==> config.mk <==
export PLATFORM = sky130hd
export DESIGN_NAME = iob_axistream_in_packer
export DESIGN_NICKNAME = d
export VERILOG_FILES = /design/src/rtl/iob_axistream_in_packer_pkg.sv /design/src/rtl/iob_fifo_sync.sv /design/src/rtl/iob_ram_2p.sv /design/src/rtl/iob_axistream_in_packer.sv
export SDC_FILE = /design/constraint.sdc
export NUM_CORES = 1
export LEC_CHECK = 0
export CAP_MARGIN = 20
export CORE_UTILIZATION = 55
export CTS_CLUSTER_SIZE = 30
export DETAILED_ROUTE_END_ITERATION = 7
export PLACE_DENSITY = 0.75
export SLEW_MARGIN = 20
export SYNTH_ARGS = -nofsm -noshare
export SYNTH_HDL_FRONTEND = slang
export SYNTH_SLANG_ARGS = --single-unit
==> constraint.sdc <==
create_clock -name clk_i -period 3 [get_ports clk_i]
set_input_delay 0.3 -clock clk_i [delete_from_list [all_inputs] [get_ports clk_i]]
set_output_delay 0.3 -clock clk_i [all_outputs]
set_load 0.005 [all_outputs]
==> src/rtl/iob_axistream_in_packer_pkg.sv <==
// rtl/iob_axistream_in_packer_pkg.sv - shared types and sizing helpers for the stream-in packer.
package iob_axistream_in_packer_pkg;

   localparam int WORD_W = 32;

   typedef enum logic {
      S_IDLE = 1'b0,
      S_FILL = 1'b1
   } state_t;

   // Beats per packed word.
   function automatic int beats_per_word(input int tdata_w);
      return WORD_W / tdata_w;
   endfunction

   // FIFO entry layout is {last, strb, data}.
   function automatic int entry_w(input int tdata_w);
      return WORD_W + beats_per_word(tdata_w) + 1;
   endfunction

endpackage

==> src/rtl/iob_fifo_sync.sv <==
// rtl/iob_fifo_sync.sv - single-clock first-word-fall-through FIFO over iob_ram_2p.
module iob_fifo_sync #(
   parameter int W          = 8,
   parameter int DEPTH_LOG2 = 4
) (
   input  logic                clk_i,
   input  logic                cke_i,
   input  logic                rst_i,
   input  logic                w_en_i,
   input  logic [W-1:0]        w_data_i,
   input  logic                r_en_i,
   output logic [W-1:0]        r_data_o,
   output logic                empty_o,
   output logic                full_o,
   output logic [DEPTH_LOG2:0] level_o
);

   localparam logic [DEPTH_LOG2:0] DEPTH = (DEPTH_LOG2+1)'(1) << DEPTH_LOG2;

   logic [DEPTH_LOG2-1:0] wr_ptr_q, rd_ptr_q;
   logic [DEPTH_LOG2:0]   level_q, level_d;
   logic                  push, pop;

   assign empty_o = (level_q == '0);
   assign full_o  = (level_q == DEPTH);
   assign level_o = level_q;
   assign push    = w_en_i & cke_i & ~full_o & ~rst_i;
   assign pop     = r_en_i & cke_i & ~empty_o & ~rst_i;

   always_comb begin
      level_d = level_q;
      case ({push, pop})
         2'b10:   level_d = level_q + (DEPTH_LOG2+1)'(1);
         2'b01:   level_d = level_q - (DEPTH_LOG2+1)'(1);
         default: level_d = level_q;
      endcase
   end

   always_ff @(posedge clk_i) begin
      if (rst_i) begin
         wr_ptr_q <= '0;
         rd_ptr_q <= '0;
         level_q  <= '0;
      end else begin
         if (push) wr_ptr_q <= wr_ptr_q + (DEPTH_LOG2)'(1);
         if (pop)  rd_ptr_q <= rd_ptr_q + (DEPTH_LOG2)'(1);
         level_q <= level_d;
      end
   end

   iob_ram_2p #(
      .W      (W),
      .ADDR_W (DEPTH_LOG2)
   ) u_ram (
      .clk_i    (clk_i),
      .w_en_i   (push),
      .w_addr_i (wr_ptr_q),
      .w_data_i (w_data_i),
      .r_addr_i (rd_ptr_q),
      .r_data_o (r_data_o)
   );

endmodule

==> src/rtl/iob_ram_2p.sv <==
// rtl/iob_ram_2p.sv - two-port RAM, synchronous write, asynchronous read.
module iob_ram_2p #(
   parameter int W      = 8,
   parameter int ADDR_W = 4
) (
   input  logic              clk_i,
   input  logic              w_en_i,
   input  logic [ADDR_W-1:0] w_addr_i,
   input  logic [W-1:0]      w_data_i,
   input  logic [ADDR_W-1:0] r_addr_i,
   output logic [W-1:0]      r_data_o
);

   logic [W-1:0] mem [0:(1<<ADDR_W)-1];

   always_ff @(posedge clk_i) begin
      if (w_en_i) begin
         mem[w_addr_i] <= w_data_i;
      end
   end

   assign r_data_o = mem[r_addr_i];

endmodule

==> src/rtl/iob_axistream_in_packer.sv <==
// rtl/iob_axistream_in_packer.sv - packs AXIS beats into 32-bit words queued in a FWFT FIFO.
// Optional 16-bit packet counter output enabled by IOB_AXISTREAM_IN_PKT_CNT_EN.
module iob_axistream_in_packer
   import iob_axistream_in_packer_pkg::*;
#(
   parameter int TDATA_W         = 8,
   parameter int FIFO_DEPTH_LOG2 = 4
) (
   input  logic                             clk_i,
   input  logic                             cke_i,
   input  logic                             rst_i,
   input  logic                             enable_i,
   input  logic [TDATA_W-1:0]               axis_tdata_i,
   input  logic                             axis_tvalid_i,
   output logic                             axis_tready_o,
   input  logic                             axis_tlast_i,
   output logic [WORD_W-1:0]                word_data_o,
   output logic [beats_per_word(TDATA_W)-1:0] word_strb_o,
   output logic                             word_last_o,
   output logic                             word_valid_o,
   input  logic                             word_ready_i,
   output logic [FIFO_DEPTH_LOG2:0]         level_o,
   input  logic [FIFO_DEPTH_LOG2:0]         threshold_i,
   input  logic                             interrupt_en_i,
   output logic                             interrupt_o
`ifdef IOB_AXISTREAM_IN_PKT_CNT_EN
   ,
   output logic [15:0]                      pkt_cnt_o
`endif
);

   localparam int N       = beats_per_word(TDATA_W);
   localparam int ENTRY_W = entry_w(TDATA_W);
   localparam int CNT_W   = (N > 1) ? $clog2(N) : 1;

   state_t             state_q;
   logic [CNT_W-1:0]   beat_cnt_q;
   logic [WORD_W-1:0]  data_q, data_d, beat_ext;
   logic [N-1:0]       strb_q, strb_d;
   logic               beat_acc, last_beat, fifo_full, fifo_empty;
   logic [ENTRY_W-1:0] head;

   assign axis_tready_o = enable_i & ~fifo_full & ~rst_i;
   assign beat_acc      = axis_tvalid_i & axis_tready_o & cke_i;
   assign last_beat     = (beat_cnt_q == CNT_W'(N-1)) | axis_tlast_i;

   // In IDLE the lane registers are known empty, so merge onto zero.
   always_comb begin
      beat_ext = WORD_W'(axis_tdata_i) << (int'(beat_cnt_q) * TDATA_W);
      data_d   = ((state_q == S_IDLE) ? '0 : data_q) | beat_ext;
      strb_d   = ((state_q == S_IDLE) ? '0 : strb_q) | (N'(1) << beat_cnt_q);
   end

   always_ff @(posedge clk_i) begin
      if (rst_i) begin
         state_q    <= S_IDLE;
         beat_cnt_q <= '0;
         data_q     <= '0;
         strb_q     <= '0;
      end else if (beat_acc) begin
         if (last_beat) begin
            state_q    <= S_IDLE;
            beat_cnt_q <= '0;
            data_q     <= '0;
            strb_q     <= '0;
         end else begin
            state_q    <= S_FILL;
            beat_cnt_q <= beat_cnt_q + CNT_W'(1);
            data_q     <= data_d;
            strb_q     <= strb_d;
         end
      end
   end

   iob_fifo_sync #(
      .W          (ENTRY_W),
      .DEPTH_LOG2 (FIFO_DEPTH_LOG2)
   ) u_fifo (
      .clk_i    (clk_i),
      .cke_i    (cke_i),
      .rst_i    (rst_i),
      .w_en_i   (beat_acc & last_beat),
      .w_data_i ({axis_tlast_i, strb_d, data_d}),
      .r_en_i   (word_ready_i),
      .r_data_o (head),
      .empty_o  (fifo_empty),
      .full_o   (fifo_full),
      .level_o  (level_o)
   );

   // Head is masked while empty so stale RAM contents never reach the host.
   assign word_valid_o = ~fifo_empty;
   assign word_data_o  = word_valid_o ? head[WORD_W-1:0] : '0;
   assign word_strb_o  = word_valid_o ? head[WORD_W +: N] : '0;
   assign word_last_o  = word_valid_o & head[ENTRY_W-1];
   assign interrupt_o  = interrupt_en_i & (level_o != '0) & (level_o >= threshold_i);

`ifdef IOB_AXISTREAM_IN_PKT_CNT_EN
   logic [15:0] pkt_cnt_q;

   always_ff @(posedge clk_i) begin
      if (rst_i) begin
         pkt_cnt_q <= '0;
      end else if (beat_acc & axis_tlast_i) begin
         pkt_cnt_q <= pkt_cnt_q + 16'd1;
      end
   end

   assign pkt_cnt_o = pkt_cnt_q;
`endif

endmodule
==> results.cfg <==
[global_routing]
globalRouteMet2Util = 0.4315
use_met1 = 0.3570
grt_usage = 0.2613
use_met3 = 0.04547
antenna_found_initial = 0
grt_max_degree = 38
grt_pass1_vias = 13720
grt_remaining_overflow = 0
top_usage_layer = met2
grt_pass1_wl_um = 88350

[drt]
antenna_left = 0
wl_per_cell_um = 28.98
totalWireLength_um = 59460
route.vias.total = 13160
dr.pass1.iters = 5
drc = 0
vias_per_cell = 6.411
drt_first_iter_violations = 1289

[sta]
setup_viol = 11
fmax_ghz = 0.3194
finalWorstSetupSlack_ns = -0.1304
rsz0062_at_grt = true
post-route-period-util = 1.043
worst_slew_pin_slew_ns = 1.014
finalClockSkew_ns = 0.01904
drv_slew = 0
hold_ws_ns = 0.4591
period_minus_slack_ns = 3.130
finalHoldViolCount = 0
slew_headroom = 0.3224

[cells_and_area]
drive_gt1_frac = 0.3402
final_core_util = 0.6687
fillCellCount = 2811
antenna_cells = 0
final_area_mm2 = 0.03028
multiInputGateArea_mm2 = 0.006147
regArea_mm2 = 0.01891
area_growth_syn_to_layout_pct = 19.99
nNetsFinal = 1442

[yosys]
synth_top_area_share = 0.7044
synthTopCellsByCount = edfxtp_1, mux4_2, a22o_1
yosysTopAreaCell = edfxtp_1
ys_seq_area_frac = 0.7488
synth_area_mm2 = 0.02524
yosysWarnings = 0
yosys_register_bits = 648
synthArstFlopShare = 0
synth-main-ff-cell = edfxtp_1
yosysUniqueCellTypes = 51
post-synth-top-count-cell = edfxtp_1
synth_edf_count = 592
synth_cells = 1187
avgSynthCellArea_um2 = 21.26
synth_area_leaders = edfxtp_1, mux4_2, dfxtp_1
synth_nets = 1226

[setup_path]
cp.arrival_ns = 2.83
crit_top_cell = buf_12
required_ns = 2.70
critPathMaxFanout = 6
critPathCaptureType = output pin
crit_path_max_incr_delay_ns = 0.51
worstSetupPathType = reg2out
slowest_stage = mux4_2
startpoint_type = flop
crit_buf_inv = 5
path_delay_family = multiplexers
path_cells = buf_12 > buf_12 > buf_16 > buf_12 > mux4_2 > mux2_2 > a221o_1 > buf_2

[clock_tree]
insertion_delay_ns = 0.63
clock_sinks = 648
cts_buffer_depth = 3
htreeDepth = 2
cts_root_buf = clkbuf_16
cts_tree = built
clk_pin_slew_ns = 0.06
numCtsBuffers = 60

[outcome]
status = complete, but fails checks
violations = negative setup slack

[placement]
placed_area_mm2 = 0.02738
io_buffers = 65
place_ws_ns = 0.005505
hpwlAfterDp_um = 31020
place_congestion = 0.7426

[floorplanning]
die_w_um = 216.2
core_mm2 = 0.04528
pin_count = 66
num_rows = 78
die_h_um = 216.2
die_area_mm2 = 0.04675
initial_core_util = 0.5573

[min_path]
hp-class = reg2reg

[run]
cap_violations = 0

[power_and_ir_drop]
total_leakage_power_nw = 9.652
power.density_mw_per_mm2 = 590.7
ir_worst_vdd_v = 0.0005466
power_mw = 17.89
## layout make-up
class / instances / area share
flip-flops and latches: 648 / 0.6245
multi-input cells: 460 / 0.2030
repair buffers: 218 / 0.08396
clock buffers: 80 / 0.05272
well taps: 600 / 0.02479
clock inverters: 31 / 0.009214
inverters: 15 / 0.001859
## report_power, final
| group | switching, mW | internal (mW) |
|---|---|---|
| Clock | 3.20 | 4.15 |
| Sequential | 0.0149 | 9.78 |
| Combinational | 0.409 | 0.332 |
| Total | 3.62 | 14.3 |
## metal layers
metal  wire [um]  up-vias  share of wire
li1            -     5451              -
met1       23330     6966           0.39
met2       29700      619           0.50
met3        4846      119          0.081
met4        1583        0          0.027
met5           0        -              0
## path summary, 6_finish.rpt
| kind | from | end | slack (ns) | cells after the start |
|---|---|---|---|---|
| max | flop | word_data_o[17] | -0.13 | 8 |
| min | u_fifo.rd_ptr_q[3]$_SDFFE_PP0P_ | flop | 0.46 | 1 |
| max reg2reg | u_fifo.level_o[3]$_SDFFE_PP0P_ | u_fifo.level_o[4]$_SDFFE_PP0P_ | 0.07 | 12 |
| min reg2reg | u_fifo.rd_ptr_q[3]$_SDFFE_PP0P_ | flop | 0.46 | 1 |
## registers in the layout (all words and copies together), names as in the netlist, named ones only
register,cells
u_fifo.wr_ptr_q,4
beat_cnt_q,2
u_fifo.u_ram.mem,592
u_fifo.rd_ptr_q,4
u_fifo.level_o,5
strb_q,4
state_q,1
data_q,32
## cells in the final DEF (no fill, tap or decap), drive strengths merged, types with 28 or more instances in the layout
cell and count:
mux2 38, mux4 148, clkbuf 83, nor2b 37, edfxtp 592, a221o 37, dfxtp 56, clkdlybuf4s50 28
a22o 68, buf 186
## what timing repair did
| action | 4_1_cts | 5_1_grt |
|---|---|---|
| hold buffers | 0 | 0 |
| cloned | 11 | 0 |
| pin swaps | 29 | 29 |
| gates resized for setup | 204 | 38 |
| endpoints found under the setup margin | 37 | 35 |
| buffers inserted | 68 | 11 |
## kinds of logic after synthesis
group,count (synthesis),synth area share
compound gates,141,0.04903
flops,648,0.7488
fa+ha+maj,18,0.008924
mux,189,0.1502
simple gates,107,0.02548
buf+inv,79,0.01582
xor+xnor,5,0.001735
## metrics by stage
step                      instances  setup TNS, ns
after global placement         1862              0
final                          2052        -0.7193
after detailed placement       1862              0
after CTS                      2051         -2.497
after global routing           2052         -1.853
after floorplan                1187       -0.06173
Power figures use the tool's default switching activity.
